### src/rtl/rle_pkg.sv
// Shared widths, limits and FSM state type for the RLE encoder and its decode FIFO.
package rle_pkg;

  localparam int unsigned DATA_W  = 8;
  localparam int unsigned CNT_W   = 4;
  localparam int unsigned CNT_MAX = 15;

  typedef enum logic [1:0] {
    StIdle,
    StRun,
    StFlush
  } rle_state_e;

endpackage

### src/rtl/rle_encoder_if.sv
// Byte-stream input and (symbol, count) pair output bundle of the RLE encoder.
interface rle_encoder_if #(
  parameter int unsigned DATA_W = rle_pkg::DATA_W,
  parameter int unsigned CNT_W  = rle_pkg::CNT_W
) ();

  logic              in_valid;
  logic [DATA_W-1:0] in_data;
  logic              in_last;
  logic              in_ready;
  logic              full;
  logic              wr_en;
  logic [DATA_W-1:0] data_din;
  logic [CNT_W-1:0]  data_cin;

  modport master (
    input  in_valid, in_data, in_last, full,
    output in_ready, wr_en, data_din, data_cin
  );

  modport slave (
    output in_valid, in_data, in_last, full,
    input  in_ready, wr_en, data_din, data_cin
  );

endinterface

### src/rtl/rle_pair_reg.sv
// Single-entry hold register for one finished (symbol, count) pair and its FIFO write handshake.
module rle_pair_reg #(
  parameter int unsigned DATA_W = rle_pkg::DATA_W,
  parameter int unsigned CNT_W  = rle_pkg::CNT_W
) (
  input  logic              clk,
  input  logic              rst,
  input  logic              push,
  input  logic [DATA_W-1:0] push_sym,
  input  logic [CNT_W-1:0]  push_cnt,
  input  logic              full,
  output logic              hold_valid,
  output logic              wr_en,
  output logic [DATA_W-1:0] data_din,
  output logic [CNT_W-1:0]  data_cin
);

  logic              valid_q;
  logic [DATA_W-1:0] sym_q;
  logic [CNT_W-1:0]  cnt_q;

  // Reset masks the strobe so a pending pair never leaks out in the reset cycle.
  assign wr_en      = valid_q & ~full & ~rst;
  assign hold_valid = valid_q;
  assign data_din   = sym_q;
  assign data_cin   = cnt_q;

  // The encoder only pushes into a free slot, so push never collides with a held pair.
  always_ff @(posedge clk) begin
    if (rst) begin
      valid_q <= 1'b0;
      sym_q   <= '0;
      cnt_q   <= '0;
    end else if (push) begin
      valid_q <= 1'b1;
      sym_q   <= push_sym;
      cnt_q   <= push_cnt;
    end else if (wr_en) begin
      valid_q <= 1'b0;
    end
  end

endmodule

### src/rtl/rle_encoder.sv
// Run-length encoder: tracks the open run and hands finished pairs to rle_pair_reg.
module rle_encoder
  import rle_pkg::*;
#(
  parameter int unsigned DATA_W  = rle_pkg::DATA_W,
  parameter int unsigned CNT_W   = rle_pkg::CNT_W,
  parameter int unsigned CNT_MAX = rle_pkg::CNT_MAX
) (
  input logic                 CLK,
  input logic                 RST,
  rle_encoder_if.master       bus
);

  localparam logic [CNT_W-1:0] CntMax = CNT_W'(CNT_MAX);
  localparam logic [CNT_W-1:0] CntOne = CNT_W'(1);

  rle_state_e        state_q;
  logic [DATA_W-1:0] run_sym_q;
  logic [CNT_W-1:0]  run_cnt_q;
  logic [CNT_W-1:0]  cnt_inc;
  logic              hold_valid;
  logic              accept;
  logic              extend;
  logic              push;
  logic [DATA_W-1:0] push_sym;
  logic [CNT_W-1:0]  push_cnt;

  // FLUSH owns the next free slot, so no new byte may enter while it is pending.
  assign bus.in_ready = ~hold_valid & (state_q != StFlush);
  assign accept       = bus.in_valid & bus.in_ready;
  assign cnt_inc      = run_cnt_q + CntOne;
  assign extend       = (bus.in_data == run_sym_q) && (run_cnt_q < CntMax);

  always_comb begin
    push     = 1'b0;
    push_sym = run_sym_q;
    push_cnt = run_cnt_q;
    unique case (state_q)
      StIdle: begin
        if (accept && bus.in_last) begin
          push     = 1'b1;
          push_sym = bus.in_data;
          push_cnt = CntOne;
        end
      end
      StRun: begin
        if (accept) begin
          if (extend) begin
            push     = bus.in_last;
            push_cnt = cnt_inc;
          end else begin
            push = 1'b1;
          end
        end
      end
      StFlush: push = ~hold_valid;
      default: push = 1'b0;
    endcase
  end

  always_ff @(posedge CLK) begin
    if (RST) begin
      state_q   <= StIdle;
      run_sym_q <= '0;
      run_cnt_q <= '0;
    end else begin
      unique case (state_q)
        StIdle: begin
          if (accept) begin
            if (bus.in_last) begin
              run_cnt_q <= '0;
            end else begin
              run_sym_q <= bus.in_data;
              run_cnt_q <= CntOne;
              state_q   <= StRun;
            end
          end
        end
        StRun: begin
          if (accept) begin
            if (extend) begin
              if (bus.in_last) begin
                run_cnt_q <= '0;
                state_q   <= StIdle;
              end else begin
                run_cnt_q <= cnt_inc;
              end
            end else begin
              run_sym_q <= bus.in_data;
              run_cnt_q <= CntOne;
              if (bus.in_last) state_q <= StFlush;
            end
          end
        end
        StFlush: begin
          if (!hold_valid) begin
            run_cnt_q <= '0;
            state_q   <= StIdle;
          end
        end
        default: state_q <= StIdle;
      endcase
    end
  end

  rle_pair_reg #(
    .DATA_W (DATA_W),
    .CNT_W  (CNT_W)
  ) u_pair_reg (
    .clk        (CLK),
    .rst        (RST),
    .push       (push),
    .push_sym   (push_sym),
    .push_cnt   (push_cnt),
    .full       (bus.full),
    .hold_valid (hold_valid),
    .wr_en      (bus.wr_en),
    .data_din   (bus.data_din),
    .data_cin   (bus.data_cin)
  );

endmodule

### src/flat_wrapper.sv
// flat-port wrapper written by rule: the top's interface ports become plain ports
module rle_encoder_flat import rle_pkg::*;
#(
  parameter int unsigned DATA_W  = rle_pkg::DATA_W,
  parameter int unsigned CNT_W   = rle_pkg::CNT_W,
  parameter int unsigned CNT_MAX = rle_pkg::CNT_MAX
)
  (CLK, RST, bus_in_valid, bus_in_data, bus_in_last, bus_full, bus_in_ready, bus_wr_en, bus_data_din, bus_data_cin);
  rle_encoder_if #(.DATA_W(DATA_W), .CNT_W(CNT_W)) bus_i ();
  input logic CLK;
  input logic RST;
  input wire logic [$bits(bus_i.in_valid)-1:0] bus_in_valid;
  input wire logic [$bits(bus_i.in_data)-1:0] bus_in_data;
  input wire logic [$bits(bus_i.in_last)-1:0] bus_in_last;
  input wire logic [$bits(bus_i.full)-1:0] bus_full;
  output wire logic [$bits(bus_i.in_ready)-1:0] bus_in_ready;
  output wire logic [$bits(bus_i.wr_en)-1:0] bus_wr_en;
  output wire logic [$bits(bus_i.data_din)-1:0] bus_data_din;
  output wire logic [$bits(bus_i.data_cin)-1:0] bus_data_cin;
  assign bus_i.in_valid = bus_in_valid;
  assign bus_i.in_data = bus_in_data;
  assign bus_i.in_last = bus_in_last;
  assign bus_i.full = bus_full;
  assign bus_in_ready = bus_i.in_ready;
  assign bus_wr_en = bus_i.wr_en;
  assign bus_data_din = bus_i.data_din;
  assign bus_data_cin = bus_i.data_cin;
  rle_encoder #(.DATA_W(DATA_W), .CNT_W(CNT_W), .CNT_MAX(CNT_MAX)) u_core (.CLK(CLK), .RST(RST), .bus(bus_i));
endmodule
### config.mk
export PLATFORM = sky130hd
export DESIGN_NAME = rle_encoder_flat
export DESIGN_NICKNAME = d
export VERILOG_FILES = /design/src/rtl/rle_pkg.sv /design/src/rtl/rle_encoder_if.sv /design/src/rtl/rle_pair_reg.sv /design/src/rtl/rle_encoder.sv /design/src/flat_wrapper.sv
export SDC_FILE = /design/constraint.sdc
export NUM_CORES = 1
export LEC_CHECK = 0
export CAP_MARGIN = 0
export CORE_UTILIZATION = 30
export CTS_CLUSTER_SIZE = 20
export DETAILED_ROUTE_END_ITERATION = 10
export SLEW_MARGIN = 20
export SYNTH_ARGS = -nofsm -noshare
export SYNTH_HDL_FRONTEND = slang
export SYNTH_SLANG_ARGS = --single-unit
### constraint.sdc
create_clock -name CLK -period 6.05 [get_ports CLK]
set_clock_uncertainty 0.05 [all_clocks]
set_input_delay 0.605 -clock CLK [delete_from_list [all_inputs] [get_ports CLK]]
set_output_delay 0.605 -clock CLK [all_outputs]
set_load 0.02 [all_outputs]
==> impl_metrics.tcl, run 1 <==
set metrics [dict create \
    rsz0062_at_grt "false" \
    via_per_inst 5.03 \
    drive_above_1_share 0.102 \
    cts_setup_buffers 0 \
    ios 27 \
    outcome "complete, no violations" \
    dp_slack_ns 2.91 \
    min_to "u_core.u_pair_reg.data_cin[1]" \
    routed_wl_mm 3.56 \
    ys_types 44 \
    cts_tree "built" \
    syn_area_per_cell_um2 9.22 \
    synth_nets 196 \
    hold_depth 2 \
    io_buffers 26 \
    grt_pass1_wl_mm 6.13 \
    drt_iter0_markers 74 \
    cts_max_level 1 \
    internal-power_w 0.000315 \
    reg2reg_from "u_core.state_q[0]" \
    synth_top_cells_by_area "dfxtp_1 33%, mux2i_1 10%, nor2_1 5.7%" \
    final.fill_count 513 \
    grt_start_max_net_pins 29 \
    crit_type "in2out" \
    p_comb_frac 0.328 \
    post-route-period-util 0.447 \
    cts_made_buffers 3 \
    synth.largest_area_cell "dfxtp_1" \
    worst_slack_ns 3.35 \
    switchingPower_w 0.000160 \
    netlist_instances 178 \
    synth_area_mm2 0.00164 \
    path_max_fanout 28 \
    grt_usage 0.129 \
    antenna_found_initial 0 \
    ys_warn_count 0 \
    cts_hold_buf 0 \
    diodes 0 \
    vias 1344 \
    tns_ns 0 \
    nets 216 \
    clkSinkCount 27 \
    cts_root_buf "clkbuf_8" \
    start_util 0.317 \
    p_sw_frac 0.337 \
    pwr-share-seq 0.441 \
    min_from "u_core.u_pair_reg.data_cin[1]" \
    cts_resized 0 \
    reg2reg_slack_ns 3.59 \
    hold_viol_final 0 \
    fmaxAchievable_mhz 370 \
    ys_ff_latch 27 \
    gr-total-overflow 0 \
    clockPowerShare 0.231 \
    vdd_drop_max_mv 0.113 \
    fp.coreArea_mm2 0.00517 \
    layout_commonest_cell "dfxtp_1" \
    clk_path_buf_depth 2 \
    core.rowCount 26 \
    routedWlPerCell_um 13.3 \
    critPathRequiredTime_ns 5.39 \
    hold_class "reg2reg" \
    layout_min_cycle_time_ns 2.70 \
    final_cell_mix "27 x dfxtp_1, 26 x clkdlybuf4s50_1, 25 x nor2_1" \
    clock_latency_ns 0.28 \
    power.leakage_nw 0.633 \
    dieArea_mm2 0.00577 \
    synth.top_cell.area_share 0.329 \
    seq_area_frac_synth 0.329 \
    path_clk_slew_ns 0.10 \
    max-cap-violations 0 \
    p_per_area_mw_per_mm2 238 \
    first_pass_iters 4 \
    final_max_slew_viol_count 0 \
    r2r_cells 8 \
    chipWidth_um 76.0 \
    ant_nets 0 \
    cp.arrival_ns 2.05 \
    die_y_um 76.0 \
    critPathLaunch "RST" \
    routabilityCongestion 0.802 \
    r2r_end "u_core.u_pair_reg.data_din[1]" \
    max_slew_margin 0.566 \
    drcViolationCount 0 \
    area_growth_syn_to_layout_pct 21.3 \
    grt_pass1_vias 1318 \
    setup_viol_count_final 0 \
    cp-start-kind "primary input" \
    worstMarginPinSlew_ns 0.651 \
    cp-end-kind "output pin" \
    dpl.hpwl_mm 2.49 \
]
==> worst max-delay path, cell delays in order <==
cell	delay, ns
clkdlybuf4s50_1	0.40
buf_4	0.24
nor3_1	0.17
clkdlybuf4s50_1	0.63
==> synthesized netlist by cell type <==
| master | number |
|---|---|
| nor3_2 | 1 |
| buf_2 | 4 |
| a21oi_1 | 7 |
| a2bb2oi_1 | 1 |
| and4_1 | 2 |
| ha_1 | 5 |
| a41oi_4 | 1 |
| buf_6 | 1 |
| a211o_1 | 1 |
| nand3_1 | 5 |
| a211oi_1 | 4 |
| or4_1 | 1 |
| buf_4 | 1 |
| o21ai_0 | 3 |
| a41oi_1 | 2 |
| nor4_1 | 2 |
| o221a_2 | 1 |
| nor2b_1 | 1 |
| nor3b_4 | 1 |
| nor3b_1 | 1 |
| a211oi_2 | 7 |
| o311ai_0 | 2 |
| mux2i_1 | 17 |
| o31a_1 | 1 |
| mux2_2 | 1 |
| a31oi_1 | 3 |
| or3b_1 | 2 |
| dfxtp_1 | 27 |
| a311oi_1 | 5 |
| nand2_1 | 8 |
| nand3b_1 | 3 |
| and3_1 | 3 |
| clkbuf_1 | 6 |
| nor2_1 | 25 |
| buf_1 | 1 |
| o211a_1 | 1 |
| nand4_1 | 2 |
| xnor2_1 | 8 |
| nor3_1 | 2 |
| inv_1 | 5 |
| nor4_2 | 1 |
| nand2b_1 | 1 |
| a21boi_0 | 1 |
| a311oi_4 | 1 |
==> power by group through the flow <==
| stage | sequential [W] | combinational [W] | clock, W |
|---|---|---|---|
| 2_1_floorplan | 0.000223 | 0.0000963 | 0 |
| 3_5_place_dp | 0.000213 | 0.000154 | 0 |
| 5_1_grt | 0.000212 | 0.000170 | 0.000121 |
| 3_3_place_gp | 0.000214 | 0.000153 | 0 |
| 4_1_cts | 0.000210 | 0.000155 | 0.000114 |
| 6_report | 0.000209 | 0.000155 | 0.000110 |
==> kinds of logic after synthesis <==
family / count (synthesis) / synth area share
XOR/XNOR: 8 / 0.0427
AND/OR/NAND/NOR: 61 / 0.200
adder cells (fa/ha/maj): 5 / 0.0381
buffers and inverters: 18 / 0.0511
multiplexers: 18 / 0.111
flip-flops: 27 / 0.329
AO/OA/AOI/OAI: 41 / 0.228
==> layer usage <==
| layer | up-vias | GRT usage | routed length [µm] |
|---|---|---|---|
| met3 | 4 | 0.0275 | 99 |
| met5 | - | 0 | 0 |
| li1 | 699 | - | - |
| met2 | 19 | 0.215 | 1610 |
| met4 | 0 | 0.0346 | 31 |
| met1 | 622 | 0.169 | 1810 |
==> area by class of cell <==
cell class	count	area, µm²	share of cell area
multi-input combinational	133	1020	0.511
inverter	5	18.8	0.00942
sequential	27	541	0.271
clock buffer	3	41.3	0.0207
timing repair buffer	28	279	0.140
clock inverter	1	7.51	0.00377
tap	70	87.6	0.0440
==> how the worst max path moves through the flow <==
stage | cells after the start | end | slack, ns
after global routing | 4 | bus_wr_en | 3.27
after detailed placement | 6 | u_core.u_pair_reg.data_din[1] | 2.91
after CTS | 6 | u_core.u_pair_reg.data_din[1] | 3.20
after floorplan | 3 | bus_wr_en | 3.86
final | 4 | bus_wr_en | 3.35
after global placement | 6 | u_core.u_pair_reg.data_cin[2] | 2.97
==> through the flow <==
stage	std cells	utilization	cell area, µm²	hold WS [ns]	total power [W]
5_1_grt	267	0.385	1990	0.481	0.000504
3_3_place_gp	262	0.373	1930	0.440	0.000367
2_1_floorplan	178	-	1640	0.438	0.000320
3_5_place_dp	262	0.373	1930	0.448	0.000368
6_report	267	0.385	1990	0.458	0.000474
4_1_cts	266	0.383	1980	0.464	0.000478
==> state kept, by name (all words and copies together), names as in the netlist <==
| signal | count |
|---|---|
| u_core.run_cnt_q | 4 |
| u_core.run_sym_q | 8 |
| u_core.state_q | 2 |
| u_core.u_pair_reg.data_cin | 4 |
| u_core.u_pair_reg.data_din | 8 |
| u_core.u_pair_reg.hold_valid | 1 |
Power figures use the tool's default switching activity.
==> run 2, diff against run 1 <==
Clock period 6.05 ns to 2.7 ns, I/O delays scaled along.
==> run 2 against run 1 <==
  * Final area rose by 1.7%
  * Utilization grew 0.65 points
  * Critical path depth rose by 3
  * Sequential share of layout area is 0.45 points lower
  * Non-clock buffer count up 5
  * Clock power increased by 130%
  * Cell count up 1.9%
  * Critical path type is now reg2reg
  * Global-route usage up 0.31 points
  * Critical endpoint is now u_core.run_sym_q[3]
  * Sequential cell count did not move
  * Die area unchanged
  * Clock-buffer cell count unchanged
==> impl_metrics.tcl, run 2 (same netlist as run 1, synthesis figures left out) <==
set metrics [dict create \
    cts_setup_buffers 0 \
    path_cells "inv_1 -> ha_1 -> or3b_1 -> a211o_1 -> a41oi_4 -> mux2i_1 -> nor2_1" \
    antenna_found_initial 0 \
    via_per_inst 5.09 \
    start_util 0.317 \
    ios 27 \
    hold_viol_final 0 \
    cp-end-kind "flip-flop" \
    layout_min_cycle_time_ns 2.41 \
    nets 221 \
    routabilityCongestion 0.779 \
    grt_usage 0.132 \
    critPathRequiredTime_ns 2.82 \
    layout_commonest_cell "dfxtp_1" \
    crit_type "reg2reg" \
    max_stage_delay_ns 0.42 \
    fmaxAchievable_mhz 416 \
    post-route-period-util 0.891 \
    grt_start_max_net_pins 28 \
    cts_root_buf "clkbuf_8" \
    final_cell_mix "27 x dfxtp_1, 26 x clkdlybuf4s50_1, 25 x nor2_1" \
    ant_nets 0 \
    drive_above_1_share 0.124 \
    grt_pass1_wl_mm 6.15 \
    routed_wl_mm 3.63 \
    power.leakage_nw 0.658 \
    cp_slowest_cell "a41oi_4" \
    area_growth_syn_to_layout_pct 23.4 \
    fin_cells 272 \
    p_per_area_mw_per_mm2 530 \
    vdd_drop_max_mv 0.211 \
    path_max_fanout 10 \
    worstMarginPinSlew_ns 0.468 \
    core.rowCount 26 \
    drt_iter0_markers 53 \
    totalPowerFinal_w 0.00107 \
    cts_max_level 1 \
    worst_slack_ns 0.294 \
    cts_hold_buf 0 \
    drcViolationCount 0 \
    die_y_um 76.0 \
    dieArea_mm2 0.00577 \
    setup_viol_count_final 0 \
    max-cap-violations 0 \
    final_max_slew_viol_count 0 \
    hold_class "reg2reg" \
    rsz0062_at_grt "false" \
    fp.coreArea_mm2 0.00517 \
    cts_resized 0 \
    dpl.hpwl_mm 2.65 \
    diodes 0 \
    gr-total-overflow 0 \
    io_buffers 26 \
    chipWidth_um 76.0 \
    cts_tree "built" \
    path_clk_slew_ns 0.10 \
    first_pass_iters 4 \
    grt_pass1_vias 1345 \
    place_inst 268 \
    hold_slack_ns 0.451 \
    vias 1384 \
    max_slew_margin 0.687 \
    outcome "complete, no violations" \
    tns_ns 0 \
    clkSinkCount 27 \
    clk_path_buf_depth 2 \
    routedWlPerCell_um 13.3 \
    dp_slack_ns 0.286 \
    cts_made_buffers 3 \
    cp.arrival_ns 2.53 \
    cp-start-kind "flip-flop" \
    clock_latency_ns 0.28 \
]
## run 2: final cells by class
class / instances / area [µm²]
clock buffers: 3 / 41.3
repair buffers: 33 / 313
well taps: 70 / 87.6
fillers: 535 / 3150
multi-input cells: 133 / 1020
inverters: 5 / 18.8
clock inverters: 1 / 7.51
flip-flops and latches: 27 / 541
## run 2: critical path: cells and delay by family (launching register included)
kind                     cells  cell delay [ns]
AND/OR/NAND/NOR              2             0.46
multiplexers                 1             0.27
adder cells (fa/ha/maj)      1             0.33
AO/OA/AOI/OAI                2             0.69
flip-flops                   1             0.39
buffers and inverters        1             0.09
## run 2: worst paths after layout
check                                      from                            end  slack (ns)  cells past startpoint
hold reg to reg   u_core.u_pair_reg.data_cin[0]  u_core.u_pair_reg.data_cin[0]        0.45                      2
setup reg to reg              u_core.state_q[0]            u_core.run_sym_q[3]        0.29                      7
setup / recovery              u_core.state_q[0]            u_core.run_sym_q[3]        0.29                      7
hold / removal    u_core.u_pair_reg.data_cin[0]  u_core.u_pair_reg.data_cin[0]        0.45                      2
## run 2: per-stage QoR
stage	cell area, µm²	utilization
floorplan	1640	-
global placement	1980	0.382
detailed placement	1980	0.382
CTS	2030	0.392
global route	2030	0.392
finish	2030	0.392
## run 2: metal layers
layer,up-vias,share of wire,GRT usage
li1,713,-,-
met1,649,0.49,0.162
met2,18,0.47,0.225
met3,4,0.024,0.0287
met4,0,0.014,0.0538
met5,-,0,0
## run 2: report_power, final
| group | total (W) | switching (W) | internal, W |
|---|---|---|---|
| clock network | 0.000248 | 0.000142 | 0.000105 |
| logic | 0.000357 | 0.000189 | 0.000168 |
| registers | 0.000469 | 0.0000305 | 0.000438 |
